`config.mk`:
```
export PLATFORM = sky130hd
export DESIGN_NAME = id_ex_stage
export DESIGN_NICKNAME = d
export VERILOG_FILES = /design/src/rtl/id_ex_stage.sv
export SDC_FILE = /design/constraint.sdc
export NUM_CORES = 1
export LEC_CHECK = 0
export CAP_MARGIN = 20
export CORE_AREA = 2 2 201 203
export DETAILED_ROUTE_END_ITERATION = 6
export DIE_AREA = 0 0 203 205
export PLACE_DENSITY = 0.64
export SETUP_SLACK_MARGIN = 0.1
export SKIP_LAST_GASP = 1
export SYNTH_ARGS = -nofsm -noshare
export SYNTH_HDL_FRONTEND = slang
export SYNTH_SLANG_ARGS = --single-unit
export TNS_END_PERCENT = 5
```
`constraint.sdc`:
```
create_clock -name clk -period 2.2 [get_ports clk]
set_clock_uncertainty 0.05 [all_clocks]
set_input_delay 0.44 -clock clk [delete_from_list [all_inputs] [get_ports clk]]
set_output_delay 0.44 -clock clk [all_outputs]
set_load 0.02 [all_outputs]
```
`src/rtl/id_ex_stage.sv`:
```
// ID->EX pipeline register: captures decoded control and WB-bypassed operands, inserts a
// one-cycle bubble on load-use hazards, and honours branch flush and downstream EX stall.
module id_ex_stage #(
    parameter int unsigned DATA_W   = 64,
    parameter int unsigned REG_W    = 5,
    parameter int unsigned ZERO_REG = 31,
    parameter logic [2:0]  ALU_NOP  = 3'b000,
    parameter int unsigned CNT_W    = 16
) (
    input  logic              clk,
    input  logic              reset,
    input  logic              id_valid,
    input  logic [2:0]        id_alu_cntrl,
    input  logic [REG_W-1:0]  id_rd,
    input  logic [REG_W-1:0]  id_rn,
    input  logic [REG_W-1:0]  id_rm,
    input  logic              id_uses_rn,
    input  logic              id_uses_rm,
    input  logic [DATA_W-1:0] id_rn_data,
    input  logic [DATA_W-1:0] id_rm_data,
    input  logic [DATA_W-1:0] id_imm,
    input  logic              id_alu_src,
    input  logic              id_reg_write,
    input  logic              id_mem_read,
    input  logic              id_mem_write,
    input  logic              id_mem_to_reg,
    input  logic              id_set_flags,
    input  logic              wb_reg_write,
    input  logic [REG_W-1:0]  wb_rd,
    input  logic [DATA_W-1:0] wb_data,
    input  logic              flush,
    input  logic              ex_stall,
    output logic              id_stall,
    output logic              ex_valid,
    output logic [2:0]        ex_alu_cntrl,
    output logic [DATA_W-1:0] ex_a,
    output logic [DATA_W-1:0] ex_b,
    output logic [DATA_W-1:0] ex_store_data,
    output logic [REG_W-1:0]  ex_rd,
    output logic              ex_reg_write,
    output logic              ex_mem_read,
    output logic              ex_mem_write,
    output logic              ex_mem_to_reg,
    output logic              ex_set_flags,
    output logic [CNT_W-1:0]  stall_cnt
);

    localparam logic [REG_W-1:0] ZR = REG_W'(ZERO_REG);

    // Flow control: an instruction moves ID->EX on an edge where ex_stall is low and no
    // hazard is seen; id_stall tells IF/ID to hold its instruction for that same edge.
    logic              hazard;
    logic              capture;
    logic              bubble;
    logic [DATA_W-1:0] rn_v;
    logic [DATA_W-1:0] rm_v;

    always_comb begin
        hazard = id_valid & ex_valid & ex_mem_read & (ex_rd != ZR) &
                 ((id_uses_rn & (id_rn == ex_rd)) | (id_uses_rm & (id_rm == ex_rd)));
        rn_v = (wb_reg_write && (wb_rd == id_rn) && (id_rn != ZR)) ? wb_data : id_rn_data;
        rm_v = (wb_reg_write && (wb_rd == id_rm) && (id_rm != ZR)) ? wb_data : id_rm_data;
        capture = ~ex_stall & id_valid & ~hazard;
        // flush beats ex_stall; otherwise a non-stalled edge that does not capture loads a bubble
        bubble  = flush | (~ex_stall & ~capture);
    end

    assign id_stall = hazard | ex_stall;

    always_ff @(posedge clk) begin
        if (reset || bubble) begin
            ex_valid      <= 1'b0;
            ex_alu_cntrl  <= ALU_NOP;
            ex_a          <= '0;
            ex_b          <= '0;
            ex_store_data <= '0;
            ex_rd         <= '0;
            ex_reg_write  <= 1'b0;
            ex_mem_read   <= 1'b0;
            ex_mem_write  <= 1'b0;
            ex_mem_to_reg <= 1'b0;
            ex_set_flags  <= 1'b0;
        end else if (capture) begin
            ex_valid      <= 1'b1;
            ex_alu_cntrl  <= id_alu_cntrl;
            ex_a          <= rn_v;
            ex_b          <= id_alu_src ? id_imm : rm_v;
            ex_store_data <= rm_v;
            ex_rd         <= id_rd;
            ex_reg_write  <= id_reg_write;
            ex_mem_read   <= id_mem_read;
            ex_mem_write  <= id_mem_write;
            ex_mem_to_reg <= id_mem_to_reg;
            ex_set_flags  <= id_set_flags;
        end
    end

    always_ff @(posedge clk) begin
        if (reset) begin
            stall_cnt <= '0;
        end else if (!flush && !ex_stall && hazard && (stall_cnt != '1)) begin
            stall_cnt <= stall_cnt + CNT_W'(1);
        end
    end

endmodule
```
==> results of run 1 <==
==> layout by cell type (no fill, tap or decap), drive strengths merged, types with 3 or more instances in the layout <==
cell / synthesis / final
or3: 6 / 6
bufbuf: 0 / 4
nand2: 138 / 138
clkbuf: 41 / 38
nand3: 16 / 16
inv: 8 / 9
a22o: 77 / 77
nor3: 4 / 4
buf: 27 / 97
dlygate4sd2: 0 / 15
dfxtp: 222 / 222
clkdlybuf4s50: 0 / 496
xor2: 8 / 8
o21a: 3 / 3
mux2i: 136 / 136
a21oi: 6 / 6
nor2: 13 / 13
xnor2: 15 / 15
nand4: 12 / 12
mux2: 57 / 57
o21ai: 133 / 133
==> layout make-up <==
| type | count | area share, % |
|---|---|---|
| clock inverters | 5 | 0.495 |
| repair buffers | 614 | 36.7 |
| multi-input cells | 646 | 27.8 |
| flip-flops and latches | 222 | 26.3 |
| diodes | 1 | 0.0148 |
| clock buffers | 38 | 4.59 |
| inverters | 8 | 0.177 |
| well taps | 525 | 3.88 |
==> how the worst max path moves through the flow <==
stage	start	endpoint	slack, ns	depth (start not counted)
3_5_place_dp	id_rm[2]	ex_b[22]	-0.62	9
3_3_place_gp	id_rn[3]	id_stall	-0.59	7
4_1_cts	ex_rd[3]	id_stall	-0.05	6
6_report	ex_rd[2]	id_stall	-0.008	6
2_1_floorplan	ex_rd[1]	ex_b[53]	0.17	9
5_1_grt	ex_rd[2]	id_stall	-0.12	6
==> stage by stage <==
stage	hold slack (ns)	setup slack (ns)	util [%]
2_1_floorplan	0.476	0.173	-
3_3_place_gp	0.383	-0.589	40.1
3_5_place_dp	0.392	-0.618	40.1
4_1_cts	0.395	-0.0514	42.9
5_1_grt	0.410	-0.116	43.0
6_report	0.400	-0.00849	43.0
==> power breakdown <==
| part | internal, mW | total (mW) | leakage (nW) | switching, mW |
|---|---|---|---|---|
| registers | 4.10 | 4.15 | 1.80 | 0.0480 |
| clock network | 2.66 | 4.38 | 0.420 | 1.72 |
| logic | 0.874 | 1.44 | 4.13 | 0.569 |
==> logic make-up after synthesis <==
family | count (synthesis) | synth area share [%]
xor+xnor | 23 | 2.13
simple gates | 202 | 9.64
fa+ha+maj | 1 | 0.132
mux | 193 | 21.2
buf+inv | 76 | 4.32
compound gates | 227 | 15.6
flops | 222 | 47.0
==> worst max-delay path, stage by stage, from the launching register on <==
cell and delay [ns]:
dfxtp_4 0.37, xnor2_2 0.14, nand4_1 0.17, o22ai_4 0.22, nand2b_4 0.09, nand2b_4 0.07, buf_6 0.12
==> timing repair <==
action / 4_1_cts / 5_1_grt
buffers inserted: 4 / 1
pin swaps: 11 / 6
hold endpoints to repair: 0 / 0
endpoints found under the setup margin: 132 / 59
gates cloned: 4 / 0
resized for setup: 43 / 8
==> routing by layer <==
metal / track usage, % / part of all wire (%) / vias up
met5: 0 / 0 / -
met4: 7.87 / 4.0 / 0
met1: 20.2 / 39 / 4387
li1: - / - / 4535
met2: 31.6 / 49 / 376
met3: 4.82 / 7.6 / 73
==> impl_metrics.json, run 1 <==
{
  "via_count": 9371,
  "dp_cells": 2006,
  "insertion_delay_ns": 0.54,
  "drive_above_1_share_pct": 14.5,
  "reg.largest.list": "ex_a: 64 flops, ex_b: 64 flops, ex_store_data: 64 flops",
  "hold_buffers": 0,
  "syn-mean-instance-area_um2": 10.0,
  "num_rows": 73,
  "grt_max_degree": 61,
  "slew_viol_final": 0,
  "synthCells": 944,
  "detail_route.first_pass.iterations": 5,
  "synth_cell_type_count": 44,
  "syn-num-nets": 1238,
  "start_kind": "register",
  "cts_sinks": 222,
  "hp-class": "register to register",
  "dieHeight_um": 205,
  "cp_max_fo": 3,
  "place_area_um2": 15800,
  "critical_path_required_ns": 1.71,
  "dpl.hpwl_um": 29400,
  "min_delay_path_depth": 2,
  "violations": "negative setup slack",
  "setup_viol": 1,
  "cts_root_buf": "clkbuf_16",
  "die_w_um": 203,
  "cts_tree": "built",
  "tns_ns": -0.00849,
  "finalCriticalPeriod_ns": 2.21,
  "crit_type": "register to output port",
  "multi_input_area_um2": 4710,
  "grt_overflow": 0,
  "grt_pass1_wl_um": 57400,
  "path_clk_slew_ns": 0.06,
  "fmax_ghz": 0.453,
  "routed_wl_um": 39200,
  "htree_levels": 1,
  "power_mw": 9.97,
  "gp_congestion": 0.921,
  "r2r-start": "ex_rd[2]",
  "routed_wire_length_per_instance_um": 19.1,
  "dieArea_um2": 41600,
  "tightestPinTransition_ns": 0.375,
  "ys_seq_elements": 222,
  "track_usage_pct": 17.9,
  "design_area_um2": 16900,
  "io_buffers": 515,
  "synth-edff-count": 0,
  "timing.final.crit_share_pct": 100,
  "leakagePower_nw": 6.35,
  "fillerInstances": 3831,
  "clockBufferDepth": 3,
  "arrival_ns": 1.72,
  "r2r-end": "stall_cnt[5]",
  "yosys-top-cells-count": "dfxtp_1 (222), nand2_1 (138), mux2i_1 (136), o21ai_0 (131), a22o_1 (77)",
  "hold_path.startpoint": "ex_b[45]",
  "numCtsBuffers": 26,
  "outcome": "complete, but fails checks",
  "worst_slack_ns": -0.00849,
  "whs_endpoint": "ex_b[45]",
  "yosys.area.top_type_share_pct": 47.0,
  "ff2ff_path_depth": 8,
  "async_flop_share_pct": 0,
  "syn-cell-area_um2": 9450,
  "yosysWarnings": 0,
  "peakVddDrop_uv": 554,
  "powerDensity_nw_per_um2": 588,
  "synth_most_common_cell": "dfxtp_1",
  "yosysSeqAreaShare_pct": 47.0,
  "initial_utilization_pct": 24.0,
  "rsz0062_at_grt": "yes",
  "area_delta_synth_final_pct": 79.3,
  "drv_cap": 0,
  "coreArea_um2": 39400,
  "end_kind": "output port",
  "ant_nets": 0,
  "synth_flop_cell": "dfxtp_1",
  "fin_cells": 2059,
  "rrSetupSlack_ns": 0.19,
  "via_per_inst": 4.55,
  "synth_area_leaders": "dfxtp_1 (47%), mux2i_1 (14%), a22o_1 (7.1%)",
  "max_slew_margin_pct": 74.9,
  "antenna_found_initial": 1,
  "hold_viol_final": 0,
  "ios": 516,
  "grt_pass1_vias": 9616,
  "dr.first_iter.drc_count": 385,
  "layout.area.seq_um2": 4460,
  "synth_area_leader_cell": "dfxtp_1",
  "nets": 1812,
  "drcViolationCount": 0
}
Note: power is estimated with default switching activity, not from simulation.
==> run 2: changes to the inputs <==
ABC_AREA = 0   (was not set)
==> results of run 2 <==
Same layout as run 1: the final DEF is identical, and so are final timing and power.
==> run 3: changes to the inputs <==
CTS_CLUSTER_DIAMETER = 150   (was not set)
==> results of run 3 <==
Same layout as run 1: the final DEF is identical, and so are final timing and power.
